==> config.mk <==
export PLATFORM = sky130hd
export DESIGN_NAME = posit_add_arbiter
export DESIGN_NICKNAME = d
export VERILOG_FILES = /design/src/rtl/posit_add_arbiter.sv
export SDC_FILE = /design/constraint.sdc
export NUM_CORES = 1
export LEC_CHECK = 0
export ABC_CLOCK_PERIOD_IN_PS = 2300
export BUFFER_PORTS_ARGS = -buffer_cell sky130_fd_sc_hd__buf_4
export CAP_MARGIN = 20
export CORE_ASPECT_RATIO = 1.4
export CORE_MARGIN = 1
export CORE_UTILIZATION = 35
export CTS_CLUSTER_SIZE = 28
export DETAILED_ROUTE_END_ITERATION = 8
export PLACE_DENSITY = 0.61
export SETUP_SLACK_MARGIN = 0.1
export SKIP_CTS_REPAIR_TIMING = 1
export SLEW_MARGIN = 5
export SYNTH_ARGS = -nofsm -noshare
export SYNTH_HDL_FRONTEND = slang
export SYNTH_SLANG_ARGS = --single-unit
==> constraint.sdc <==
create_clock -name clk -period 2.3 [get_ports clk]
set_input_delay 0.345 -clock clk [delete_from_list [all_inputs] [get_ports clk]]
set_output_delay 0.345 -clock clk [all_outputs]
set_load 0.02 [all_outputs]
==> src/rtl/posit_add_arbiter.sv <==
// Round-robin front end for a shared posit add core: two requesters, zero/NaR
// bypass, and a watchdog that turns a hung core operation into an error result.
module posit_add_arbiter #(
    parameter int N       = 8,
    parameter int ES      = 3,
    parameter int TIMEOUT = 16
) (
    input  logic         clk,
    input  logic         reset,
    input  logic [1:0]   req_valid,
    output logic [1:0]   req_ready,
    input  logic [N-1:0] req0_a,
    input  logic [N-1:0] req0_b,
    input  logic [N-1:0] req1_a,
    input  logic [N-1:0] req1_b,
    output logic [1:0]   resp_valid,
    input  logic [1:0]   resp_ready,
    output logic [N-1:0] resp_data,
    output logic         resp_err,
    output logic         core_start,
    output logic [N-1:0] core_a,
    output logic [N-1:0] core_b,
    input  logic         core_done,
    input  logic [N-1:0] core_result,
    output logic [1:0]   dbg_state
);

    localparam int WW = (TIMEOUT > 2) ? $clog2(TIMEOUT) : 1;
    localparam logic [WW-1:0] WDOG_LAST = WW'(TIMEOUT - 1);
    localparam logic [N-1:0]  NAR       = {1'b1, {(N-1){1'b0}}};

    if (TIMEOUT < 2 || ES < 0) begin : g_param_check
        $error("posit_add_arbiter: TIMEOUT must be >= 2 and ES >= 0");
    end

    typedef enum logic [1:0] {
        S_IDLE  = 2'd0,
        S_ISSUE = 2'd1,
        S_WAIT  = 2'd2,
        S_RESP  = 2'd3
    } state_t;

    state_t          state_q;
    logic            owner_q;
    logic            last_grant_q;
    logic [WW-1:0]   wdog_q;
    logic [1:0]      resp_valid_q;
    logic [N-1:0]    resp_data_q;
    logic            resp_err_q;
    logic            core_start_q;
    logic [N-1:0]    core_a_q;
    logic [N-1:0]    core_b_q;

    logic            grant_d;
    logic            accept_d;
    logic [1:0]      grant_oh_d;
    logic [1:0]      owner_oh_d;
    logic [N-1:0]    sel_a_d;
    logic [N-1:0]    sel_b_d;

    // Handshakes are valid/ready: a transfer happens on a rising edge where both
    // valid and ready are high. Requesters hold operands until req_ready; the
    // response is held until resp_ready of its owner, other ready bits ignored.
    always_comb begin
        grant_d = 1'b0;
        if (req_valid == 2'b11) begin
            grant_d = ~last_grant_q;
        end else if (req_valid[1]) begin
            grant_d = 1'b1;
        end
    end

    assign accept_d   = (state_q == S_IDLE) && (req_valid != 2'b00) && !reset;
    assign grant_oh_d = grant_d ? 2'b10 : 2'b01;
    assign owner_oh_d = owner_q ? 2'b10 : 2'b01;
    assign sel_a_d    = grant_d ? req1_a : req0_a;
    assign sel_b_d    = grant_d ? req1_b : req0_b;

    always_ff @(posedge clk or posedge reset) begin
        if (reset) begin
            state_q      <= S_IDLE;
            owner_q      <= 1'b0;
            last_grant_q <= 1'b1;
            wdog_q       <= '0;
            resp_valid_q <= 2'b00;
            resp_data_q  <= '0;
            resp_err_q   <= 1'b0;
            core_start_q <= 1'b0;
            core_a_q     <= '0;
            core_b_q     <= '0;
        end else begin
            case (state_q)
                S_IDLE: begin
                    if (accept_d) begin
                        owner_q <= grant_d;
                        // NaR dominates, then an exact zero on either side passes the other through.
                        if (sel_a_d == NAR || sel_b_d == NAR) begin
                            resp_data_q  <= NAR;
                            resp_err_q   <= 1'b0;
                            resp_valid_q <= grant_oh_d;
                            state_q      <= S_RESP;
                        end else if (sel_a_d == '0) begin
                            resp_data_q  <= sel_b_d;
                            resp_err_q   <= 1'b0;
                            resp_valid_q <= grant_oh_d;
                            state_q      <= S_RESP;
                        end else if (sel_b_d == '0) begin
                            resp_data_q  <= sel_a_d;
                            resp_err_q   <= 1'b0;
                            resp_valid_q <= grant_oh_d;
                            state_q      <= S_RESP;
                        end else begin
                            core_start_q <= 1'b1;
                            core_a_q     <= sel_a_d;
                            core_b_q     <= sel_b_d;
                            state_q      <= S_ISSUE;
                        end
                    end
                end
                S_ISSUE: begin
                    core_start_q <= 1'b0;
                    wdog_q       <= '0;
                    state_q      <= S_WAIT;
                end
                S_WAIT: begin
                    if (core_done) begin
                        resp_data_q  <= core_result;
                        resp_err_q   <= 1'b0;
                        resp_valid_q <= owner_oh_d;
                        state_q      <= S_RESP;
                    end else if (wdog_q == WDOG_LAST) begin
                        resp_data_q  <= NAR;
                        resp_err_q   <= 1'b1;
                        resp_valid_q <= owner_oh_d;
                        state_q      <= S_RESP;
                    end else begin
                        wdog_q <= wdog_q + 1'b1;
                    end
                end
                S_RESP: begin
                    if (resp_ready[owner_q]) begin
                        resp_valid_q <= 2'b00;
                        last_grant_q <= owner_q;
                        state_q      <= S_IDLE;
                    end
                end
                default: state_q <= S_IDLE;
            endcase
        end
    end

    assign req_ready  = accept_d ? grant_oh_d : 2'b00;
    assign resp_valid = resp_valid_q;
    assign resp_data  = resp_data_q;
    assign resp_err   = resp_err_q;
    assign core_start = core_start_q;
    assign core_a     = core_a_q;
    assign core_b     = core_b_q;
    assign dbg_state  = state_q;

endmodule

After elaboration in Yosys (flattened, before gate mapping) --
Index checks and enable logic that the tools add are counted.
Word-level totals: flip-flop bits (word level) 36, memories kept 0, ROM bits 0, word-level logic and storage cells 98, latch bits 0, output and inout bits 32, bits of input ports 47, memory bits (writable) 0
Operators by class: multipliers 0, equality and inequality tests 16, $add $sub $neg 1, shifts and indexed selects 0, order comparisons 1, div/mod/pow operators 0, reductions and logical operators 20, bitwise operators 4, multiplexer cells 46
Operators with widths (number):
- $mux 8 | 8
- $mux 2 | 16
- $eq 8x8->1 const B | 2
- $logic_not 8->1 | 2
- $pmux 8 s2 | 1
- $reduce_and 5->1 | 3
- $mux 1 | 14
- $ne 2x2->1 const B | 7
- $mux 4 | 2
- $pmux 2 s4 | 1
- $pmux 4 s2 | 1
- $reduce_bool 2->1 | 4
- $eq 2x2->1 const B | 3
- $pmux 2 s3 | 1
- $reduce_and 3->1 | 2
- $add 4x1->4 const B | 1
- $eq 4x4->1 const B | 1
- $ne 4x1->1 const B | 1
- $not 1->1 | 4
- $pmux 1 s2 | 2
- $reduce_and 2->1 | 2
- $reduce_and 4->1 | 1
- $ne 3x3->1 const B | 1
- $reduce_bool 3->1 | 1
- 6 further kinds | 7

Longest topological paths before layout --
depth in word-level cells 9, depth in mapped cells 8, gate-level depth less buffers 7

Worst setup path before layout --
OpenSTA, ideal clock, no wires.
path kind register -> register, from register state_q[0] (netlist: dbg_state[0]), to register resp_valid_q[0] (netlist: resp_valid[0]), library setup time 128 ps, buffers on the path 0, clock period less this slack 2260 ps, data required time 2172 ps, setup slack 40 ps, data arrival time 2132 ps, stages on the path, launching flop included 8, cells stage by stage dfrtp_1 > inv_1 > ha_1 > and2b_1 > o21ai_2 > a221o_1 > a211oi_2 > mux2_1
Between the ends: cells in the longest elaborated chain, start to end 5, elaborated cells between the ends (all ways) 12, classes of those cells 6 x eq/ne; 1 x mux; 5 x reduce/logical
RTL lines:
- from (decl) | line 43 | state_t state_q;
- from (signal assigned) | line 81 | state_q <= S_IDLE;
- from (signal assigned) | line 101 | state_q <= S_RESP;
- from (signal assigned) | line 106 | state_q <= S_RESP;
- $logic_not 2->1 | line 73, 92
- $logic_and 1x1->1 (2 in series) | line 73 | assign accept_d = (state_q == S_IDLE) && (req_valid != 2'b00) && !reset;
- $ne 2x2->1 (no source line)
- $reduce_and 5->1 (no source line)
- to (signal assigned) | line 100 | resp_valid_q <= grant_oh_d;
- to (signal assigned) | line 105 | resp_valid_q <= grant_oh_d;
- to (signal assigned) | line 110 | resp_valid_q <= grant_oh_d;
- to (decl) | line 47 | logic [1:0] resp_valid_q;
Parallel ways exist; a longest one is shown, timed or not. A chain may end at the register's enable or synchronous reset.

Worst setup path after layout --
from register state_q[0] (netlist: dbg_state[0]), to register resp_data_q[0] (netlist: resp_data[0])
Between the ends: cells in the longest elaborated chain, start to end 5, elaborated cells between the ends (all ways) 10, classes of those cells 4 x eq/ne; 1 x mux; 5 x reduce/logical
RTL lines:
- $logic_not 2->1 | line 73, 92
- $logic_and 1x1->1 (2 in series) | line 73
- $ne 2x2->1 (no source line)
- $reduce_and 4->1 (no source line)
- to (signal assigned) | line 103 | resp_data_q <= sel_b_d;
- to (signal assigned) | line 108 | resp_data_q <= sel_a_d;
- to (signal assigned) | line 127 | resp_data_q <= core_result;
- to (decl) | line 48 | logic [N-1:0] resp_data_q;
Parallel ways exist; a longest one is shown, timed or not.

==> flow_metrics.py <==
metrics = {
    "run_status": {
        "outcome": "complete, no violations",
    },
    "critical_path": {
        "worst_setup_path_start_kind": "register",
        "cp.arrival_ns": 2.23,
        "crit_fanout": 9,
        "crit_slowest_cell": "dfrtp_2",
        "end_kind": "register",
        "path_cells": "inv_1 > ha_2 > and2b_1 > o21ai_2 > buf_4 > a41oi_2 > o21ai_4 > mux2_1",
        "critPathTopFamily": "compound AO/OA/AOI/OAI gates",
        "cp_slowest_stage_delay_ns": 0.41,
        "path_buf_inv": 2,
        "crit_required_ns": 2.47,
        "critical_path_class": "reg -> reg",
    },
    "final_layout": {
        "drive_above_1_share_pct": 40.8,
        "fin_nets": 366,
        "final_area_sq_mm": 0.00307,
        "diodes": 0,
        "syn_to_final_growth_pct": 37.6,
        "fillers": 601,
    },
    "global_routing": {
        "grt_pass1_wl_um": 10400,
        "grt_antenna_before_repair": 0,
        "grt_pass1_vias": 2131,
        "grt_usage_pct": 20.2,
        "grt_max_degree": 22,
        "grt_overflow_total": 0,
    },
    "power": {
        "power_density_mw_per_mm2": 1090,
        "pwr-share-comb_pct": 52.5,
        "p_int_w": 0.00202,
        "peakVddDrop_mv": 0.657,
        "p_clk_share_pct": 14.3,
        "power.share.switching_pct": 39.4,
        "netSwitchingPower_w": 0.00131,
        "cellLeakagePower_nw": 1.44,
        "power_frac_seq_pct": 33.1,
    },
    "timing": {
        "rsz0062_at_grt": "false",
        "fin_skew_ns": 0.00658,
        "slew_viol_final": 0,
        "slew_headroom_pct": 53.4,
        "worst_pin_slew_ns": 0.699,
        "layout_min_cycle_time_ns": 2.06,
        "worst_slack_ns": 0.244,
        "fin_crit_sh_pct": 89.4,
        "finalSetupViolCount": 0,
        "fmax_ghz": 0.486,
        "setup_tns_ns": 0,
        "hold_violations": 0,
    },
    "clocking": {
        "cts_buffers": 5,
        "cts.sinks": 36,
        "cts_root_buffer": "clkbuf_8",
        "cts_buffer_depth": 2,
        "clkSlewWorstSetupHoldPaths_ns": 0.08,
        "clkLatencyLatePin_ns": 0.29,
        "cts_tree": "built",
        "htreeDepth": 2,
    },
    "place": {
        "hpwl_um": 5160,
        "dpl_cell_area_sq_mm": 0.00297,
        "portBuffers": 78,
        "pre_cts_ws_ns": 0.127,
        "gp_congestion": 0.838,
    },
    "logic_synthesis": {
        "synth_warnings": 0,
        "yosysUniqueCellTypes": 45,
        "seq_area_frac_synth_pct": 40.4,
        "synth_flop_cell": "dfrtp_1",
        "synthCells": 226,
        "syn_area_sq_mm": 0.00223,
        "yosys.area.top_type": "dfrtp_1",
        "ys_ff_latch": 36,
        "synth_edf_count": 0,
        "async_flop_share_pct": 100,
        "syn_nets": 279,
        "synth_top_area_share_pct": 39.3,
        "postSynthAreaPerCell_sq_um": 9.87,
        "synthTopCellsByArea": "dfrtp_1 39%, nand2_1 9.8%, mux2_2 7.6%, a211oi_1 5.0%, mux2_1 5.0%",
    },
    "floorplan": {
        "pin_count": 79,
        "core-area_sq_mm": 0.00617,
        "initial_core_util_pct": 36.2,
        "fp.dieW_um": 69.5,
        "die_h_um": 96.5,
        "rows": 34,
        "dieArea_sq_mm": 0.00670,
    },
    "detailed_routing": {
        "initialDrtViolationCount": 65,
        "drt_pass1_iterations": 4,
        "drc_errors": 0,
        "vias_per_cell": 5.38,
        "drt_wl_total_um": 6440,
        "antenna_left": 0,
        "wl_per_cell_um": 16.7,
        "route.vias.total": 2076,
    },
    "job": {
        "drv_cap": 0,
    },
    "worst_hold_path": {
        "hold_path.class": "in -> async",
    },
}
-- per-stage QoR --
| stage | std cells | hold slack [ns] | total power [W] | utilization [%] |
|---|---|---|---|---|
| final | 386 | 0.173 | 0.00333 | 49.8 |
| after global routing | 386 | 0.229 | 0.00357 | 49.8 |
| after CTS | 385 | 0.188 | 0.00336 | 49.7 |
| after detailed placement | 377 | 0.487 | 0.00287 | 48.1 |
| after global placement | 377 | 0.479 | 0.00284 | 48.1 |
| after floorplan | 226 | 0.487 | 0.00212 | - |
-- worst reg2reg max path, stage by stage, from the launching register on --
cell and delay [ns]:
dfrtp_2 0.41, inv_1 0.09, ha_2 0.19, and2b_1 0.18, o21ai_2 0.08, buf_4 0.20, a41oi_2 0.06, o21ai_4 0.35
mux2_1 0.37
-- routing by layer --
metal / global-route usage (%) / vias up / routed length [um]
met4: 8.33 / 0 / 127
met2: 38.1 / 70 / 3440
met3: 4.88 / 12 / 340
met5: 0 / - / 0
met1: 21.5 / 991 / 2530
li1: - / 1003 / -
-- cells in the mapped netlist (3+ instances only) --
master,count
mux2_2,15
and2_1,3
buf_4,3
nand2_1,58
dfrtp_1,35
ha_1,6
nor2_1,4
a211oi_1,15
mux2_1,10
nand3_1,4
inv_1,4
clkbuf_1,5
nor3_1,4
a21oi_1,3
mux2i_1,4
nor2b_1,3
o31ai_1,3
o21ai_0,5
o41ai_1,7
nor4_1,3
-- sequential cells by signal, summed over array words and instances, names as in the netlist, 2 cells and up --
register / flops
wdog_q: 4
resp_data: 8
dbg_state: 2
core_a: 8
resp_valid: 2
core_b: 8
-- worst paths after layout --
kind,startpoint,to,slack (ns),depth (start not counted)
worst max register to register,dbg_state[0],resp_data[0],0.24,8
max in group asynchronous,reset,dbg_state[1],1.57,3
worst min register to register,resp_data[2],resp_data[2],0.50,1
worst min-delay path,reset,core_b[7],0.17,2
worst max-delay path,dbg_state[0],resp_data[0],0.24,8
min in group clk,resp_ready[1],last_grant_q,0.34,3
-- area by class of cell --
cell class              instances  area, sq um  area share, %
inverters                       4         15.0          0.489
clock inverters                 1         7.51          0.244
multi-input cells             176         1270           41.2
clock buffers                   7         86.3           2.81
well taps                      72         90.1           2.93
repair buffers                 90          701           22.8
flip-flops and latches         36          905           29.5
-- placed cells by master (no fill, tap or decap), drive strengths merged, types with 2 or more instances in the layout --
cell / instances
nor3: 4
xor2: 2
clkbuf: 7
o31ai: 3
nor4: 4
nand2b: 2
a21oi: 3
a211oi: 16
nand3: 6
and2: 3
a21boi: 2
nor2: 5
and3b: 2
buf: 90
nand4: 3
nand2: 58
a41oi: 3
mux2: 26
ha: 6
dfrtp: 35
nor2b: 3
inv: 4
o21ai: 7
mux2i: 4
o41ai: 7
-- power groups by stage --
stage	Sequential (W)	Clock [W]	Combinational [W]
finish	0.00110	0.000478	0.00175
global route	0.00115	0.000521	0.00189
CTS	0.00111	0.000495	0.00175
detailed placement	0.00112	0	0.00175
global placement	0.00112	0	0.00173
floorplan	0.00141	0	0.000706
-- kinds of logic after synthesis --
family / Yosys count / synth area share [%]
compound gates: 46 / 17.5
xor+xnor: 2 / 0.785
fa+ha+maj: 6 / 3.37
buf+inv: 14 / 2.92
flops: 36 / 40.4
mux: 30 / 15.1
simple gates: 92 / 19.9
Note: power is estimated with default switching activity, not from simulation.
